**config.mk**
```make
export PLATFORM = sky130hd
export DESIGN_NAME = shift_add_multiplier
export DESIGN_NICKNAME = d
export VERILOG_FILES = /design/src/rtl/mul_pkg.sv /design/src/rtl/shift_add_multiplier_csa.sv /design/src/rtl/shift_add_multiplier.sv
export SDC_FILE = /design/constraint.sdc
export NUM_CORES = 1
export LEC_CHECK = 0
export ABC_AREA = 1
export CAP_MARGIN = 40
export CORE_AREA = 2 2 138 140
export CTS_BUF_LIST = sky130_fd_sc_hd__clkbuf_4 sky130_fd_sc_hd__clkbuf_8
export CTS_CLUSTER_DIAMETER = 120
export DETAILED_ROUTE_END_ITERATION = 6
export DIE_AREA = 0 0 140 142
export GPL_ROUTABILITY_DRIVEN = 0
export PLACE_DENSITY_LB_ADDON = 0.3
export SLEW_MARGIN = 20
export SYNTH_ARGS = -nofsm -noshare
export SYNTH_HDL_FRONTEND = slang
export SYNTH_HIERARCHICAL = 1
export SYNTH_SLANG_ARGS = --single-unit
export TNS_END_PERCENT = 100
```
**constraint.sdc**
```tcl
create_clock -name clk -period 2.9 [get_ports clk]
set_input_delay 0.435 -clock clk [delete_from_list [all_inputs] [get_ports clk]]
set_output_delay 0.435 -clock clk [all_outputs]
set_load 0.02 [all_outputs]
```
**src/rtl/mul_pkg.sv**
```systemverilog
// Shared constants and FSM state type for the sequential shift-add multiplier.
package mul_pkg;

  localparam int WIDTH = 32;
  localparam int CNT_W = 5;

  typedef enum logic [1:0] {
    IDLE = 2'd0,
    CALC = 2'd1,
    DONE = 2'd2
  } state_e;

endpackage

```
**src/rtl/shift_add_multiplier_csa.sv**
```systemverilog
// 32-bit carry-select adder: 4-bit blocks precompute both carry-in cases,
// and the ripple between blocks is only a chain of muxes.
module shift_add_multiplier_csa (
  input  logic [31:0] A,
  input  logic [31:0] B,
  input  logic        Cin,
  output logic [31:0] S,
  output logic        Cout
);

  localparam int BLK  = 4;
  localparam int NBLK = 32 / BLK;

  logic [NBLK:0] w_carry;

  assign w_carry[0] = Cin;

  for (genvar g = 0; g < NBLK; g++) begin : g_blk
    logic [BLK:0] w_sum0;
    logic [BLK:0] w_sum1;

    assign w_sum0 = {1'b0, A[g*BLK +: BLK]} + {1'b0, B[g*BLK +: BLK]};
    assign w_sum1 = {1'b0, A[g*BLK +: BLK]} + {1'b0, B[g*BLK +: BLK]} + (BLK+1)'(1);

    assign S[g*BLK +: BLK] = w_carry[g] ? w_sum1[BLK-1:0] : w_sum0[BLK-1:0];
    assign w_carry[g+1]    = w_carry[g] ? w_sum1[BLK]     : w_sum0[BLK];
  end

  assign Cout = w_carry[NBLK];

endmodule

```
**src/rtl/shift_add_multiplier.sv**
```systemverilog
// Sequential unsigned 32x32->64 radix-2 shift-add multiplier, one partial
// product per cycle through a shared carry-select adder, valid/ready on both sides.
module shift_add_multiplier #(
  parameter int WIDTH     = mul_pkg::WIDTH,
  parameter int ZERO_SKIP = 1
) (
  input  logic                 clk,
  input  logic                 rst_n,
  input  logic                 in_valid,
  output logic                 in_ready,
  input  logic [WIDTH-1:0]     a,
  input  logic [WIDTH-1:0]     b,
  output logic                 out_valid,
  input  logic                 out_ready,
  output logic [2*WIDTH-1:0]   product,
  output logic                 busy
);

  import mul_pkg::*;

  if (WIDTH != mul_pkg::WIDTH) begin : g_width_check
    $error("shift_add_multiplier: WIDTH must be 32, the adder is fixed at 32 bits");
  end

  state_e               r_state;
  logic [WIDTH-1:0]     r_mcand;
  logic [WIDTH-1:0]     r_acc_hi;
  logic [WIDTH-1:0]     r_acc_lo;
  logic [CNT_W-1:0]     r_count;
  logic [2*WIDTH-1:0]   r_product;
  logic                 r_in_ready;
  logic                 r_out_valid;
  logic                 r_busy;

  logic [WIDTH-1:0]     w_addend;
  logic [WIDTH-1:0]     w_sum;
  logic                 w_cout;

  assign w_addend = r_acc_lo[0] ? r_mcand : '0;

  shift_add_multiplier_csa u_adder (
    .A    (r_acc_hi),
    .B    (w_addend),
    .Cin  (1'b0),
    .S    (w_sum),
    .Cout (w_cout)
  );

  // NOTE: every register here is written with <= so all next-state values
  // are computed from the same pre-edge snapshot, independent of statement order.
  always_ff @(posedge clk or negedge rst_n) begin
    if (!rst_n) begin
      r_state     <= IDLE;
      r_mcand     <= '0;
      r_acc_hi    <= '0;
      r_acc_lo    <= '0;
      r_count     <= '0;
      r_product   <= '0;
      r_in_ready  <= 1'b0;
      r_out_valid <= 1'b0;
      r_busy      <= 1'b0;
    end else begin
      case (r_state)
        IDLE: begin
          r_in_ready <= 1'b1;
          if (in_valid && r_in_ready) begin
            r_mcand    <= a;
            r_acc_hi   <= '0;
            r_count    <= '0;
            r_in_ready <= 1'b0;
            r_busy     <= 1'b1;
            if (ZERO_SKIP != 0 && (a == '0 || b == '0)) begin
              r_acc_lo  <= '0;
              r_product <= '0;
              r_state   <= DONE;
            end else begin
              r_acc_lo <= b;
              r_state  <= CALC;
            end
          end
        end

        CALC: begin
          // The 33-bit sum shifts right by one, so Cout lands in the top bit.
          r_acc_hi  <= {w_cout, w_sum[WIDTH-1:1]};
          r_acc_lo  <= {w_sum[0], r_acc_lo[WIDTH-1:1]};
          r_product <= {w_cout, w_sum, r_acc_lo[WIDTH-1:1]};
          r_count   <= r_count + CNT_W'(1);
          if (r_count == CNT_W'(WIDTH - 1)) begin
            r_state <= DONE;
          end
        end

        DONE: begin
          // out_valid trails DONE entry by one cycle and then holds until taken.
          if (r_out_valid && out_ready) begin
            r_state     <= IDLE;
            r_out_valid <= 1'b0;
            r_busy      <= 1'b0;
            r_in_ready  <= 1'b1;
          end else begin
            r_out_valid <= 1'b1;
          end
        end

        default: begin
          r_state     <= IDLE;
          r_out_valid <= 1'b0;
          r_busy      <= 1'b0;
          r_in_ready  <= 1'b0;
        end
      endcase
    end
  end

  assign in_ready  = r_in_ready;
  assign out_valid = r_out_valid;
  assign product   = r_product;
  assign busy      = r_busy;

endmodule

```
==> After elaboration in Yosys (flattened, before gate mapping) <==
Cells that the tools add are included.
{ "word_totals": {"elab_cells": 85, "reg_bits": 170, "out_inout_bits": 67, "input_bits": 68} }
{ "classes": {"reduce_logical": 14, "n_mux": 38, "n_bitwise": 1, "n_eq_ne": 7, "addsub": 16} }
{ "ops": {"columns": ["op", "n"], "rows": [
  ["32-bit 2-to-1 mux", 4],
  ["64-bit 2-to-1 mux", 2],
  ["32-bit one-hot mux with 2 select lines", 2],
  ["64-bit one-hot mux with 2 select lines", 1],
  ["32-bit logical NOT", 2],
  ["4-bit by 4-bit adder with 5-bit output", 8],
  ["5-bit by 1-bit adder with 5-bit output, second input constant", 8],
  ["4-bit 2-to-1 mux", 7],
  ["1-bit 2-to-1 mux", 12],
  ["5-bit one-hot mux with 2 select lines", 1],
  ["3-bit AND reduction", 3],
  ["2-bit 2-to-1 mux", 4],
  ["2-bit != test, second input constant", 4],
  ["1-bit one-hot mux with 3 select lines", 2],
  ["2-bit one-hot mux with 3 select lines", 1],
  ["2-bit AND reduction", 3],
  ["5-bit equality test, second input constant", 1],
  ["5-bit 2-to-1 mux", 1],
  ["2-bit by 1-bit equality test with 1-bit output, second input constant", 1],
  ["2-bit equality test, second input constant", 1],
  ["1-bit logical AND", 2],
  ["2-bit logical NOT", 1],
  ["1-bit one-hot mux with 2 select lines", 1],
  ["2-bit nonzero test", 1],
  ["3 further kinds", 3]
]} }

==> Logic depth before layout (Yosys ltp) <==
{ "depth": {"depth_word": 11, "ltp_mapped": 26, "mapped_depth_nobuf": 24} }

==> Cells and area by module <==
Netlist, hierarchy kept.
{ "modules_own_cells": {"columns": ["module", "cells_each", "area_per_inst_um2", "seq_area_each_um2", "instances"], "rows": [
  ["shift_add_multiplier", 848, 7128.1, 4254.1, 1],
  ["shift_add_multiplier_csa", 286, 2057.0, 0.0, 1]
]} }

==> Least setup slack after synthesis <==
Ideal clock, no wire load.
{ "synth_path": {"path_type": "register to register", "start": "register r_acc_lo[0]", "end": "register r_product[60] (netlist: product[60])", "setup_time_ns": 0.117, "period_less_slack_ns": 3.087, "t_arrival_ns": 2.970, "path_stages_with_launch": 25, "n_path_buf": 2, "setup_slack_ns": -0.187, "t_required_ns": 2.783, "path_cell_list": "dfrtp_1 -> clkbuf_1 -> clkbuf_1 -> nand2_1 -> inv_1 -> ha_1 -> fa_1 -> ha_1 -> inv_1 -> nor2_1 -> nand4_1 -> nand2_2 -> nand2_4 -> nand2_4 -> nand2_4 -> nand2_4 -> nand2_4 -> nand3_1 -> nand3_4 -> nand2_4 -> nand2_4 -> nand3_1 -> nand2_1 -> nand2_1 -> nand2_1"} }
{ "synth_via": {"elab_chain_cells": 11, "word_cells_on_any_way": 24, "classes_between": "15 x add/sub; 9 x mux"} }
{ "synth_rtl": {"columns": ["element", "line", "text"], "rows": [
  ["start, declared", "shift_add_multiplier.sv:28", "logic [WIDTH-1:0] r_acc_lo;"],
  ["start signal, assigned", "shift_add_multiplier.sv:86", "r_acc_lo <= {w_sum[0], r_acc_lo[WIDTH-1:1]};"],
  ["32-bit 2-to-1 mux *", "shift_add_multiplier.sv:39", "assign w_addend = r_acc_lo[0] ? r_mcand : '0;"],
  ["net w_addend[4]", "shift_add_multiplier.sv:35", "logic [WIDTH-1:0] w_addend;"],
  ["4-bit by 4-bit adder with 5-bit output *", "shift_add_multiplier_csa.sv:22, shift_add_multiplier_csa.sv:23", null],
  ["5-bit by 1-bit adder with 5-bit output", "shift_add_multiplier_csa.sv:23", "assign w_sum1 = {1'b0, A[g*BLK +: BLK]} + {1'b0, B[g*BLK +: BLK]} + (BLK+1)'(1);"],
  ["1-bit 2-to-1 mux * (6 in series)", "shift_add_multiplier_csa.sv:26", "assign w_carry[g+1] = w_carry[g] ? w_sum1[BLK] : w_sum0[BLK];"],
  ["4-bit 2-to-1 mux *", "shift_add_multiplier_csa.sv:25", "assign S[g*BLK +: BLK] = w_carry[g] ? w_sum1[BLK-1:0] : w_sum0[BLK-1:0];"],
  ["net w_sum[29]", "shift_add_multiplier.sv:36", "logic [WIDTH-1:0] w_sum;"],
  ["64-bit one-hot mux with 2 select lines *", "shift_add_multiplier.sv:63", "case (r_state)"],
  ["end signal, assigned", "shift_add_multiplier.sv:87", "r_product <= {w_cout, w_sum, r_acc_lo[WIDTH-1:1]};"],
  ["end, declared", "shift_add_multiplier.sv:30", "logic [2*WIDTH-1:0] r_product;"]
]} }
Mark *: on every way through the listed nets, which the timed path passes. The rest lies on a longest branch.
A chain may end at the register's enable or synchronous reset.

==> Worst setup path in the final report <==
{ "layout_path": {"start": "register r_acc_lo[0]", "end": "register r_acc_hi[24]"} }
{ "layout_via": {"elab_chain_cells": 10, "word_cells_on_any_way": 21, "classes_between": "13 x add/sub; 8 x mux"} }
{ "layout_rtl": {"columns": ["element", "line", "text"], "rows": [
  ["32-bit 2-to-1 mux *", "shift_add_multiplier.sv:39", null],
  ["net w_addend[4]", "shift_add_multiplier.sv:35", null],
  ["4-bit by 4-bit adder with 5-bit output *", "shift_add_multiplier_csa.sv:22, shift_add_multiplier_csa.sv:23", null],
  ["5-bit by 1-bit adder with 5-bit output", "shift_add_multiplier_csa.sv:23", null],
  ["1-bit 2-to-1 mux * (5 in series)", "shift_add_multiplier_csa.sv:26", null],
  ["4-bit 2-to-1 mux *", "shift_add_multiplier_csa.sv:25", null],
  ["net w_sum[25]", "shift_add_multiplier.sv:36", null],
  ["32-bit one-hot mux with 2 select lines *", "shift_add_multiplier.sv:63", null],
  ["end signal, assigned", "shift_add_multiplier.sv:85", "r_acc_hi <= {w_cout, w_sum[WIDTH-1:1]};"],
  ["end, declared", "shift_add_multiplier.sv:27", "logic [WIDTH-1:0] r_acc_hi;"]
]} }
Marks and branches as above.

==> summary.txt <==
most frequent cell on the critical path = nand2_4
port bufs = 134
Startpoint Class = register
1st-pass router iterations = 7
core area = 18500 um2
I/O Pins = 135
Final Critical Period = 3.07 ns
maxcap violations = 0
synthesized area = 9190 um2
worst-path fanout max = 7
Clock Sinks = 170
RSZ-0062 raised after global routing = true
leading area contributor after synthesis = dfrtp_1
DPL Wire Length = 15700 um
WP buf/inv = 3
Distinct cells, synth = 37
Core Util, Final = 63.1%
clk root buf = clkbuf_8
Hold Vio Cnt, Final = 0
WL per Instance = 14.2 um
DIE AREA = 19900 um2
worst slew pin tran = 0.796 ns
H-tree levels = 4
CP max stage delay = 0.53 ns
vias in the first global route = 7590
Ys Warns = 6
cts bufs inserted = 17
commonest non-fill, non-tap cell in the layout = nand2_1
Slew Viols, Final = 0
PD cells = 923 nW/um2
Largest delay share family, worst path = simple AND/OR/NAND/NOR gates
total track usage = 22.6%
post-route setup slack = -0.170 ns
layout cells sized above 1 = 12.6%
Final Power = 10.7 mW
CP max-delay cell = fa_1
failing checks = DRC, setup timing
worst vdd ir = 472 uV
global route overflow = 0
syn_area_per_cell = 8.10 um2
synthesis-to-finish area growth = 26.7%
Synth area leaders = dfrtp_1, nand2_1, ha_1
Post-synth EDFFs = 0
post-route ant nets = 0
Worst setup EP type = register
Clock Latency Late Sink = 0.46 ns
endpoints failing setup = 32
Die Wd = 140 um
CP required = 3.25 ns
Async S/R FF share, synth = 100%
sequential-to-total area share from yosys stat = 46.3%
ANT cells = 0
first-pass GRT wire length = 36300 um
share of the synthesized area in the top cell type = 46.3%
total wire length = 22100 um
f_max = 326 MHz
HP Class = in -> async
Filler cells = 1597
clk slew on worst S/H paths = 0.10 ns
Yosys reg bits = 170
Via-to-Cell Ratio = 5.00
nets@finish = 1422
Gate Count Post-Synth = 1134
clk buf depth = 2
largest net degree at the start of global routing = 77
P_leak = 6.37 nW
clock skew = 0.0197 ns
top_reg_cell synth = dfrtp_1
Vias = 7752
initial antenna violation count = 0
final worst-path cycle share = 106%
worst path arrival time = 3.42 ns
starting DRC count in detailed routing = 460
crit-path cells = nand2_2 > inv_2 > ha_4 > fa_1 > ha_2 > inv_2 > nor2_4 > nand3_1 > nand2_1 > nand2_2 > nand2_4 > nand2_4 > nand2_4 > nand2_4 > nand2_4 > nand3_4 > nand3b_4 > nand2_4 > buf_4 > nand2_1 > nand2_1 > nand2_2 > nand2_1
status = finished, violations left
commonest cells after routing, fill and taps aside = nand2_1, dfrtp_1, clkdlybuf4s50_1, inv_1, nand3_1
CTS tree = built
die height = 142 um
# rows = 50
Starting Density = 49.8%
DR DRC count = 6
Slew Limit Headroom = 46.9%
critical path class = reg -> reg
synthesized netlist by cell type (12+ instances only):
master and count:
nand2_1 427, nand3_1 62, nand2_2 17, o21ai_0 44, xnor2_1 13, xor2_1 25, nor2_1 60, inv_1 125
a21oi_1 26, nand4_1 24, dfrtp_1 170, clkbuf_1 20, nand2_4 12, ha_1 42
sequential cells by signal, indices dropped and copies added (netlist names):
| signal | count |
|---|---|
| product | 64 |
| r_mcand | 32 |
| out_valid | 1 |
| busy | 1 |
| r_count | 5 |
| r_acc_lo | 32 |
| in_ready | 1 |
| r_acc_hi | 32 |
| r_state | 2 |
worst register-to-register path, delay by kind of cell (launching register included):
family,cells,cell delay (ns)
simple gates,17,1.39
fa+ha+maj,3,0.88
flops,1,0.49
buf+inv,3,0.23
metal layers:
layer / vias up / share of wire [%] / track usage (%)
met5: - / 0 / 0
li1: 3886 / - / -
met3: 23 / 4.5 / 4.71
met2: 163 / 50 / 38.9
met1: 3680 / 44 / 28.9
met4: 0 / 1.5 / 6.96
metrics by stage:
step / TNS, ns / hold WS, ns / std cells / cell area (um2) / worst slack, ns
6_report: -2.77 / 0.00920 / 1551 / 11600 / -0.170
5_1_grt: -8.88 / 0.0531 / 1551 / 11600 / -0.338
4_1_cts: -1.41 / 0.0104 / 1545 / 11500 / -0.0994
3_5_place_dp: -2.14 / 0.459 / 1511 / 11000 / -0.152
3_3_place_gp: -0.345 / 0.454 / 1511 / 11000 / -0.0479
2_1_floorplan: -1.34 / 0.139 / 1137 / 9230 / -0.0949
cell type report:
cell class	count	area, um2	share of cell area [%]
Tap cell	234	293	2.52
Timing Repair Buffer	185	1800	15.4
Sequential cell	170	4260	36.6
Clock inverter	11	100	0.860
Inverter	128	480	4.13
Clock buffer	21	270	2.32
Multi-Input combinational cell	802	4450	38.2
worst paths after layout:
check	startpoint	to	slack, ns	cells after the start
setup / recovery	r_acc_lo[0]	r_acc_hi[24]	-0.17	23
min in group clk	product[52]	product[52]	0.47	2
max in group asynchronous	rst_n	product[39]	2.16	2
setup reg to reg	r_acc_lo[0]	r_acc_hi[24]	-0.17	23
hold reg to reg	product[52]	product[52]	0.47	2
hold / removal	rst_n	r_acc_hi[23]	0.009	1
kinds of logic (layout without fill, tap and decap cells):
| group | after synthesis | after routing | share of synthesized area, % |
|---|---|---|---|
| other cells | 1 | 4 | 0.0408 |
| mux | 1 | 1 | 0.123 |
| compound gates | 84 | 84 | 5.01 |
| flops | 170 | 170 | 46.3 |
| fa+ha+maj | 50 | 50 | 7.46 |
| xor+xnor | 38 | 38 | 3.62 |
| buf+inv | 165 | 345 | 7.38 |
| simple gates | 625 | 625 | 30.0 |
where the power goes:
group          switching, mW  total (mW)  internal [mW]  leakage (nW)
registers              0.595        3.89           3.29          2.21
clock network          0.932        1.61          0.674         0.190
logic                   3.09        5.25           2.16          3.97
timing repair:
item / CTS / global route
cloned: 0 / 1
hold buffers: 0 / 0
endpoints found under the setup margin: 28 / 42
resized for setup: 20 / 23
pin swaps: 6 / 22
buffers inserted: 2 / 5
No activity file was read; power rests on OpenSTA's default activity.
